`src/rtl/alu_pkg.sv`:
```
// Shared opcode, flag and state definitions for the registered ALU.
package alu_pkg;

    localparam logic [2:0] OP_ADD = 3'b000;
    localparam logic [2:0] OP_SUB = 3'b001;
    localparam logic [2:0] OP_AND = 3'b010;
    localparam logic [2:0] OP_OR  = 3'b011;
    localparam logic [2:0] OP_XOR = 3'b100;
    localparam logic [2:0] OP_NOT = 3'b101;
    localparam logic [2:0] OP_MUL = 3'b110;
    localparam logic [2:0] OP_SHR = 3'b111;

    localparam int FLAG_N = 2;
    localparam int FLAG_C = 1;
    localparam int FLAG_Z = 0;

    typedef enum logic {
        ST_IDLE = 1'b0,
        ST_MUL  = 1'b1
    } state_t;

endpackage

```
`src/rtl/alu_seq_if.sv`:
```
// Request/response bundle between the register file side and the ALU.
interface alu_seq_if #(
    parameter int WIDTH = 8
);

    logic             start;
    logic [2:0]       fun;
    logic [WIDTH-1:0] Rx;
    logic [WIDTH-1:0] Ry;
    logic             busy;
    logic             done;
    logic [WIDTH-1:0] Result;
    logic [2:0]       band;

    modport master (
        output start, fun, Rx, Ry,
        input  busy, done, Result, band
    );

    modport slave (
        input  start, fun, Rx, Ry,
        output busy, done, Result, band
    );

endinterface

```
`src/rtl/alu_mul_seq.sv`:
```
// Unsigned shift-add multiplier, one partial product per step.
module alu_mul_seq #(
    parameter int WIDTH = 8
) (
    input  logic               clk,
    input  logic               rst,
    input  logic               load,
    input  logic               step,
    input  logic [WIDTH-1:0]   a,
    input  logic [WIDTH-1:0]   b,
    output logic [2*WIDTH-1:0] prod,
    output logic               last
);

    localparam int CW = $clog2(WIDTH + 1);

    logic [2*WIDTH-1:0] acc;
    logic [2*WIDTH-1:0] mcand;
    logic [WIDTH-1:0]   mplier;
    logic [CW-1:0]      cnt;

    // prod is the accumulator after the current step, so the
    // caller can write back on the same edge as the final step.
    assign prod = acc + (mplier[0] ? mcand : '0);
    assign last = step && (cnt == CW'(WIDTH - 1));

    always_ff @(posedge clk) begin
        if (rst) begin
            acc    <= '0;
            mcand  <= '0;
            mplier <= '0;
            cnt    <= '0;
        end else if (load) begin
            acc    <= '0;
            mcand  <= {{WIDTH{1'b0}}, a};
            mplier <= b;
            cnt    <= '0;
        end else if (step) begin
            acc    <= prod;
            mcand  <= mcand << 1;
            mplier <= mplier >> 1;
            cnt    <= cnt + 1'b1;
        end
    end

endmodule

```
`src/rtl/alu_seq.sv`:
```
// Registered ALU with start/busy/done handshake and
// a multi-cycle multiply path.
module alu_seq
    import alu_pkg::*;
#(
    parameter int WIDTH = 8
) (
    input  logic     clk,
    input  logic     rst,
    alu_seq_if.slave bus
);

    state_t state;
    state_t state_nx;

    logic [WIDTH-1:0]   result_q;
    logic [2:0]         band_q;
    logic               done_q;

    logic [WIDTH:0]     sum;
    logic [WIDTH:0]     diff;
    logic [WIDTH-1:0]   sc_res;
    logic               sc_c;

    logic               mul_load;
    logic               mul_step;
    logic [2*WIDTH-1:0] mul_prod;
    logic               mul_last;

    logic               wr;
    logic [WIDTH-1:0]   res_d;
    logic               c_d;

    assign sum  = {1'b0, bus.Rx} + {1'b0, bus.Ry};
    assign diff = {1'b0, bus.Rx} - {1'b0, bus.Ry};

    always_comb begin
        sc_res = '0;
        sc_c   = 1'b0;
        unique case (1'b1)
            (bus.fun == OP_ADD): begin
                sc_res = sum[WIDTH-1:0];
                sc_c   = sum[WIDTH];
            end
            (bus.fun == OP_SUB): begin
                sc_res = diff[WIDTH-1:0];
                sc_c   = diff[WIDTH];
            end
            (bus.fun == OP_AND): sc_res = bus.Rx & bus.Ry;
            (bus.fun == OP_OR):  sc_res = bus.Rx | bus.Ry;
            (bus.fun == OP_XOR): sc_res = bus.Rx ^ bus.Ry;
            (bus.fun == OP_NOT): sc_res = ~bus.Rx;
            (bus.fun == OP_SHR): begin
                // Oversized shifts give an all-ones mask: every bit lost.
                sc_res = bus.Rx >> bus.Ry;
                sc_c   = |(bus.Rx & ~({WIDTH{1'b1}} << bus.Ry));
            end
            default: begin
                sc_res = '0;
                sc_c   = 1'b0;
            end
        endcase
    end

    alu_mul_seq #(
        .WIDTH (WIDTH)
    ) u_mul (
        .clk  (clk),
        .rst  (rst),
        .load (mul_load),
        .step (mul_step),
        .a    (bus.Rx),
        .b    (bus.Ry),
        .prod (mul_prod),
        .last (mul_last)
    );

    always_comb begin
        state_nx = state;
        mul_load = 1'b0;
        mul_step = 1'b0;
        wr       = 1'b0;
        res_d    = '0;
        c_d      = 1'b0;
        unique case (state)
            ST_IDLE: begin
                if (bus.start) begin
                    if (bus.fun == OP_MUL) begin
                        mul_load = 1'b1;
                        state_nx = ST_MUL;
                    end else begin
                        wr    = 1'b1;
                        res_d = sc_res;
                        c_d   = sc_c;
                    end
                end
            end
            ST_MUL: begin
                mul_step = 1'b1;
                if (mul_last) begin
                    wr       = 1'b1;
                    res_d    = mul_prod[WIDTH-1:0];
                    c_d      = |mul_prod[2*WIDTH-1:WIDTH];
                    state_nx = ST_IDLE;
                end
            end
            default: state_nx = ST_IDLE;
        endcase
    end

    always_ff @(posedge clk) begin
        if (rst) begin
            state    <= ST_IDLE;
            done_q   <= 1'b0;
            result_q <= '0;
            band_q   <= '0;
        end else begin
            state  <= state_nx;
            done_q <= wr;
            if (wr) begin
                result_q       <= res_d;
                band_q[FLAG_N] <= res_d[WIDTH-1];
                band_q[FLAG_C] <= c_d;
                band_q[FLAG_Z] <= (res_d == '0);
            end
        end
    end

    assign bus.busy   = (state == ST_MUL);
    assign bus.done   = done_q;
    assign bus.Result = result_q;
    assign bus.band   = band_q;

endmodule

```
`src/flat_wrapper.sv`:
```
// flat-port wrapper written by rule: the top's interface ports become plain ports
module alu_seq_flat import alu_pkg::*;
#(
    parameter int WIDTH = 8
)
  (clk, rst, bus_start, bus_fun, bus_Rx, bus_Ry, bus_busy, bus_done, bus_Result, bus_band);
  alu_seq_if #(.WIDTH(WIDTH)) bus_i ();
  input  logic clk;
  input  logic rst;
  input wire logic [$bits(bus_i.start)-1:0] bus_start;
  input wire logic [$bits(bus_i.fun)-1:0] bus_fun;
  input wire logic [$bits(bus_i.Rx)-1:0] bus_Rx;
  input wire logic [$bits(bus_i.Ry)-1:0] bus_Ry;
  output wire logic [$bits(bus_i.busy)-1:0] bus_busy;
  output wire logic [$bits(bus_i.done)-1:0] bus_done;
  output wire logic [$bits(bus_i.Result)-1:0] bus_Result;
  output wire logic [$bits(bus_i.band)-1:0] bus_band;
  assign bus_i.start = bus_start;
  assign bus_i.fun = bus_fun;
  assign bus_i.Rx = bus_Rx;
  assign bus_i.Ry = bus_Ry;
  assign bus_busy = bus_i.busy;
  assign bus_done = bus_i.done;
  assign bus_Result = bus_i.Result;
  assign bus_band = bus_i.band;
  alu_seq #(.WIDTH(WIDTH)) u_core (.clk(clk), .rst(rst), .bus(bus_i));
endmodule
```
`config.mk`:
```
export PLATFORM = sky130hd
export DESIGN_NAME = alu_seq_flat
export DESIGN_NICKNAME = d
export VERILOG_FILES = /design/src/rtl/alu_pkg.sv /design/src/rtl/alu_seq_if.sv /design/src/rtl/alu_mul_seq.sv /design/src/rtl/alu_seq.sv /design/src/flat_wrapper.sv
export SDC_FILE = /design/constraint.sdc
export NUM_CORES = 1
export LEC_CHECK = 0
export CAP_MARGIN = 40
export CORE_AREA = 2 2 107 109
export CTS_CLUSTER_DIAMETER = 60
export CTS_CLUSTER_SIZE = 10
export DETAILED_ROUTE_END_ITERATION = 8
export DIE_AREA = 0 0 109 111
export DONT_BUFFER_PORTS = 1
export PLACE_DENSITY = 0.65
export RECOVER_POWER = 50
export SLEW_MARGIN = 20
export SYNTH_ARGS = -nofsm -noshare
export SYNTH_HDL_FRONTEND = slang
export SYNTH_SLANG_ARGS = --single-unit
export TNS_END_PERCENT = 10
```
`constraint.sdc`:
```
create_clock -name clk -period 5.35 [get_ports clk]
set_input_delay 0.535 -clock clk [delete_from_list [all_inputs] [get_ports clk]]
set_output_delay 0.535 -clock clk [all_outputs]
set_load 0.1 [all_outputs]
```
==> Word-level counts from Yosys, hierarchy flattened <==
Cells that the tools add are included.
{ "word_totals": {"mem_count": 0, "mem_bits_ro": 0, "ram_bits": 0, "in_bits": 22, "wordCells": 62, "regBits": 57, "latchBits": 0} }
{ "classes": {"n_eq_ne": 8, "div_mod_pow": 0, "mux": 25, "order_cmp": 0, "reduce_logical": 7, "addsub": 4, "n_bitwise": 7, "n_mul": 0, "n_shift": 2} }
{ "ops": {"columns": ["operator", "n"], "rows": [
  ["8-bit two-way mux", 7],
  ["8-bit case mux with 7 select lines", 1],
  ["16-bit adder", 1],
  ["8-bit AND", 2],
  ["16-bit two-way mux", 1],
  ["8-bit NOT", 2],
  ["8-bit case mux with 2 select lines", 1],
  ["8-bit OR reduction", 2],
  ["3-bit equality test (second input constant)", 4],
  ["1-bit two-way mux", 11],
  ["8-bit by 8-bit adder with 9-bit output", 1],
  ["8-bit by 8-bit subtractor with 9-bit output", 1],
  ["8-bit zero test", 1],
  ["8-bit OR", 1],
  ["8-bit by 8-bit << shifter with 8-bit output (first input constant)", 1],
  ["8-bit by 8-bit >> shifter with 8-bit output", 1],
  ["8-bit bitwise XOR", 1],
  ["3-bit by 2-bit equality test with 1-bit output (second input constant)", 2],
  ["1-bit case mux with 2 select lines", 3],
  ["4-bit by 1-bit adder with 4-bit output (second input constant)", 1],
  ["4-bit by 3-bit equality test with 1-bit output (second input constant)", 1],
  ["3-bit by 1-bit equality test with 1-bit output (second input constant)", 1],
  ["3-bit zero test", 1],
  ["1-bit case mux with 3 select lines", 1],
  ["4 further kinds", 4]
]} }

==> Depth between registers and ports, before layout <==
{ "logic_depth": {"word_depth": 8, "depth_mapped": 13, "mapped_depth_nobuf": 12} }

==> Hierarchy <==
From an unflattened synthesis, not the netlist that was laid out.
{ "unflattened": {"cells_unflattened": 611, "hier_area_um2": 4804.6} }
{ "modules_own_cells": {"columns": ["module", "instances", "cells_per_inst", "area_per_inst_um2"], "rows": [
  ["alu_mul_seq", 1, 305, 2596.2],
  ["alu_seq", 1, 306, 2208.4]
]} }

==> Least setup slack after synthesis <==
OpenSTA, ideal clock, no wires.
{ "synth_timing": {"path_kind": "register to register", "from": "reg u_core.state, in the netlist u_core.bus.busy", "to": "reg u_core.band_q[1], in the netlist u_core.bus.band[1]", "path_stages_with_launch": 10, "arrival_ns": 2.616, "path_slack_ns": 2.614, "path_buffers": 2, "period_less_slack_ns": 2.736, "required_ns": 5.230, "path_cell_list": "dfxtp_1 -> buf_2 -> nand4b_2 -> and2_1 -> clkbuf_2 -> a22oi_2 -> nand2_1 -> nor3_2 -> nand4b_1 -> o31a_1"} }
{ "synth_via": {"elab_chain_cells": 4, "word_cells_on_any_way": 7} }
{ "synth_lines": {"columns": ["element", "line", "text"], "rows": [
  ["start: declaration", "alu_seq.sv:13", "state_t state;"],
  ["start signal: assignment", "alu_seq.sv:118", "state <= state_nx;"],
  ["1-bit two-way mux", "alu_seq.sv:85", "unique case (state)"],
  ["1-bit logical AND", "alu_mul_seq.sv:25", "assign last = step && (cnt == CW'(WIDTH - 1));"],
  ["1-bit two-way mux", "alu_seq.sv:100", "if (mul_last) begin"],
  ["1-bit case mux with 2 select lines", "alu_seq.sv:85", null],
  ["end signal: indexed assignment", "alu_seq.sv:122", "band_q[FLAG_N] <= res_d[WIDTH-1];"],
  ["end signal: indexed assignment", "alu_seq.sv:124", "band_q[FLAG_Z] <= (res_d == '0);"],
  ["end: declaration", "alu_seq.sv:17", "logic [2:0] band_q;"]
]} }
Several ways; a longest one is shown, not always the timed one.
A chain may end at the register's enable or synchronous reset.

==> Worst setup path in the final report <==
Same ends and word-level chain as after synthesis.

==> load_flow_metrics.sql <==
INSERT INTO impl_metrics (metric_group, metric, value, unit) VALUES
('die', 'initial_core_util', '42.3', '%'),
('sta', 'count_of_endpoints_failing_hold_in_the_final_timing_report', '0', ''),
('synthesis', 'synthesized_area_fraction_occupied_by_adder_cells', '12.0', '%'),
('synthesis', 'synthXorXnorAreaFrac', '4.30', '%'),
('grt', 'number_of_antenna_violations_at_the_first_check_in_global_routing', '0', ''),
('critical_path', 'r2r_startpoint', 'u_core.bus.busy', ''),
('pwr', 'pwr-share-seq', '43.1', '%'),
('pwr', 'swShare', '32.9', '%'),
('detailed_routing', 'detail_route.drc_violations', '0', ''),
('sta', 'grt_setup_unrepaired', 'false', ''),
('sta', 'clock_skew', '0.00796', 'ns'),
('worst_hold_path', 'hold_path_startpoint', 'rst', ''),
('place', 'io_buffer_count', '0', ''),
('place', 'detailedPlacementHpwl', '9650', 'um'),
('pwr', 'switching_power', '0.335', 'mW'),
('detailed_routing', 'ant_nets', '0', ''),
('detailed_routing', 'met1Wirelength', '5880', 'um'),
('synthesis', 'syn_area', '4690', 'um2'),
('cells_and_area', 'flow.area_growth_from_synthesis', '5.74', '%'),
('synthesis', 'ys.flop_type', 'sky130_fd_sc_hd__dfxtp_1', ''),
('clock_tree', 'cts_tree', 'built', ''),
('critical_path', 'timing.critical_path.max_delay_family', 'flip-flops', ''),
('grt', 'groute.usage.overall', '21.3', '%'),
('critical_path', 'timing.critical_path.fanout_max', '62', ''),
('place', 'routabilityCongestion', '0.992', ''),
('critical_path', 'cpPeakStageDelay', '1.15', 'ns'),
('detailed_routing', 'met2_wirelength', '5800', 'um'),
('sta', 'layout_worst_path_cycle_share', '60.2', '%'),
('synthesis', 'synth.ff_latch_count', '56', ''),
('pwr', 'clockPowerShare', '33.3', '%'),
('synthesis', 'async_reset_ff_share', '0', '%'),
('critical_path', 'worst-r2r-setup-slack', '2.13', 'ns'),
('synthesis', 'synth-edff-count', '0', ''),
('sta', 'max_freq', '0.310', 'GHz'),
('sta', 'setup_ws', '2.13', 'ns'),
('critical_path', 'type_of_element_capturing_the_critical_path', 'flop', ''),
('status', 'run_status', 'complete, no violations', ''),
('cells_and_area', 'antennaDiodeCount', '0', ''),
('die', 'core', '11100', 'um2'),
('clock_tree', 'hold_fix_buffers_cts', '0', ''),
('synthesis', 'yosys-mux-area-fraction', '6.33', '%'),
('pwr', 'power_per_cell_area', '206', 'nW/um2'),
('critical_path', 'setup.worst_path.start_class', 'flop', ''),
('synthesis', 'synth-compound-area-share', '24.5', '%'),
('detailed_routing', 'route.vias.total', '4372', ''),
('synthesis', 'seq_area_frac_synth', '23.9', '%'),
('clock_tree', 'cts_setup_buffers', '0', ''),
('worst_hold_path', 'timing.hold.worst.class', 'in2reg', ''),
('grt', 'vias_in_the_first_global_route', '4143', ''),
('clock_tree', 'cts_buffer_depth', '2', ''),
('die', 'ioPinCount', '35', ''),
('sta', 'worst_pin_slew', '1.27', 'ns'),
('cells_and_area', 'multiInputGateArea', '3270', 'um2'),
('detailed_routing', 'wl_per_cell', '17.4', 'um'),
('synthesis', 'yosysWarningCount', '0', ''),
('grt', 'overflow', '0', ''),
('critical_path', 'path_class', 'reg2reg', ''),
('flow_run', 'max_cap_viol_count', '0', ''),
('die', 'die_height', '111', 'um'),
('cells_and_area', 'finish.net_count', '659', ''),
('die', 'fp-row-count', '39', ''),
('sta', 'timing_max_transition_violations_final', '0', ''),
('die', 'design.die.area', '12100', 'um2'),
('place', 'dp_worst_setup_slack', '2.27', 'ns'),
('detailed_routing', 'post_drt_via_cell_ratio', '5.92', ''),
('cells_and_area', 'post_route_cells_drive_above_1_share', '5.04', '%'),
('synthesis', 'mean_area_per_synthesized_cell', '7.74', 'um2'),
('synthesis', 'post_synth_and_or_nand_nor_area_fraction', '22.6', '%'),
('clock_tree', 'cts_inserted_buffers', '5', ''),
('detailed_routing', 'highest-signal-layer', 'met4', ''),
('worst_hold_path', 'worstHoldEndpoint', 'u_core.bus.Result[4]', '');
==> layout by cell type (no fill, tap or decap), types with 3 or more instances in the layout <==
cell type / instances
sky130_fd_sc_hd__a21oi_1: 63
sky130_fd_sc_hd__o21a_1: 4
sky130_fd_sc_hd__nand2_1: 23
sky130_fd_sc_hd__nand3_1: 5
sky130_fd_sc_hd__clkbuf_16: 5
sky130_fd_sc_hd__o31ai_1: 4
sky130_fd_sc_hd__clkbuf_1: 11
sky130_fd_sc_hd__ha_1: 40
sky130_fd_sc_hd__a31oi_1: 7
sky130_fd_sc_hd__o211ai_1: 3
sky130_fd_sc_hd__a21o_1: 3
sky130_fd_sc_hd__nand2b_1: 8
sky130_fd_sc_hd__or3_1: 3
sky130_fd_sc_hd__a211oi_1: 19
sky130_fd_sc_hd__buf_4: 3
sky130_fd_sc_hd__xnor2_1: 13
sky130_fd_sc_hd__nor3_1: 20
sky130_fd_sc_hd__o21bai_1: 4
sky130_fd_sc_hd__fa_1: 3
sky130_fd_sc_hd__o22ai_1: 4
sky130_fd_sc_hd__nor2b_1: 8
sky130_fd_sc_hd__o21ai_0: 19
sky130_fd_sc_hd__mux2i_1: 24
sky130_fd_sc_hd__and2_1: 15
sky130_fd_sc_hd__o221ai_1: 7
sky130_fd_sc_hd__inv_1: 31
sky130_fd_sc_hd__nor2_1: 113
sky130_fd_sc_hd__nor4_1: 8
sky130_fd_sc_hd__xor2_1: 10
sky130_fd_sc_hd__dfxtp_1: 56
==> kinds of logic after synthesis <==
logic type / Yosys count
mux: 27
xor+xnor: 23
flops: 56
fa+ha+maj: 43
compound gates: 170
simple gates: 221
buf+inv: 66
==> worst max path at each step <==
stage                            from            endpoint  slack [ns]  depth (start not counted)
2_1_floorplan         u_core.bus.busy  u_core.bus.band[1]        2.61                          9
3_3_place_gp   u_core.u_mul.mplier[0]  u_core.bus.band[1]        2.35                         12
3_5_place_dp   u_core.u_mul.mplier[0]  u_core.bus.band[1]        2.27                         12
4_1_cts        u_core.u_mul.mplier[0]  u_core.bus.band[1]        2.24                         12
5_1_grt        u_core.u_mul.mplier[0]  u_core.bus.band[1]        1.96                         12
6_report              u_core.bus.busy  u_core.bus.band[1]        2.13                          8
==> Yosys cell counts, types with 13 or more instances <==
cell / instances / area, um2
sky130_fd_sc_hd__clkbuf_1: 19 / 71.3
sky130_fd_sc_hd__inv_1: 31 / 116
sky130_fd_sc_hd__xnor2_1: 13 / 114
sky130_fd_sc_hd__o21ai_0: 19 / 95.1
sky130_fd_sc_hd__nor3_1: 20 / 100
sky130_fd_sc_hd__and2_1: 15 / 93.8
sky130_fd_sc_hd__nand2_1: 23 / 86.3
sky130_fd_sc_hd__nor2_1: 113 / 424
sky130_fd_sc_hd__a211oi_1: 19 / 143
sky130_fd_sc_hd__ha_1: 40 / 500
sky130_fd_sc_hd__a21oi_1: 63 / 315
sky130_fd_sc_hd__dfxtp_1: 56 / 1120
sky130_fd_sc_hd__mux2i_1: 24 / 240
==> power groups by stage <==
stage / clock, mW / combinational (mW) / sequential (mW)
final: 0.340 / 0.241 / 0.439
after global routing: 0.360 / 0.261 / 0.440
after CTS: 0.345 / 0.255 / 0.442
after detailed placement: 0 / 0.254 / 0.452
after global placement: 0 / 0.172 / 0.502
after floorplan: 0 / 0.160 / 0.489
==> sequential cells by signal, indices dropped and copies added (netlist names) <==
name / count
u_core.u_mul.mplier: 8
u_core.bus.band: 3
u_core.bus.busy: 1
u_core.bus.Result: 7
u_core.u_mul.cnt: 4
u_core.u_mul.mcand: 16
u_core.bus.done: 1
u_core.u_mul.acc: 16
==> final cells by class <==
type,instances,area share [%]
Clock buffer,5,2.52
Clock inverter,3,0.530
Inverter,31,2.35
Multi-Input combinational cell,484,66.0
Sequential cell,56,22.6
Tap cell,143,3.61
Timing Repair Buffer,16,2.40
==> metal layers <==
metal	global-route usage, %	vias to the layer above
li1	-	2138
met1	29.6	2048
met2	33.3	166
met3	4.29	20
met4	5.90	0
met5	0	-
==> stage by stage <==
step                total power [mW]  instance area, um2  hold slack (ns)  instances  utilization (%)
floorplan                      0.648                4690            0.450        606                -
global placement               0.675                4710            0.468        717             42.6
detailed placement             0.706                4970            0.467        730             44.9
CTS                             1.04                5120            0.298        738             46.3
global route                    1.06                4960            0.296        738             44.8
finish                          1.02                4960            0.304        738             44.8
No activity file was read; power rests on OpenSTA's default activity.
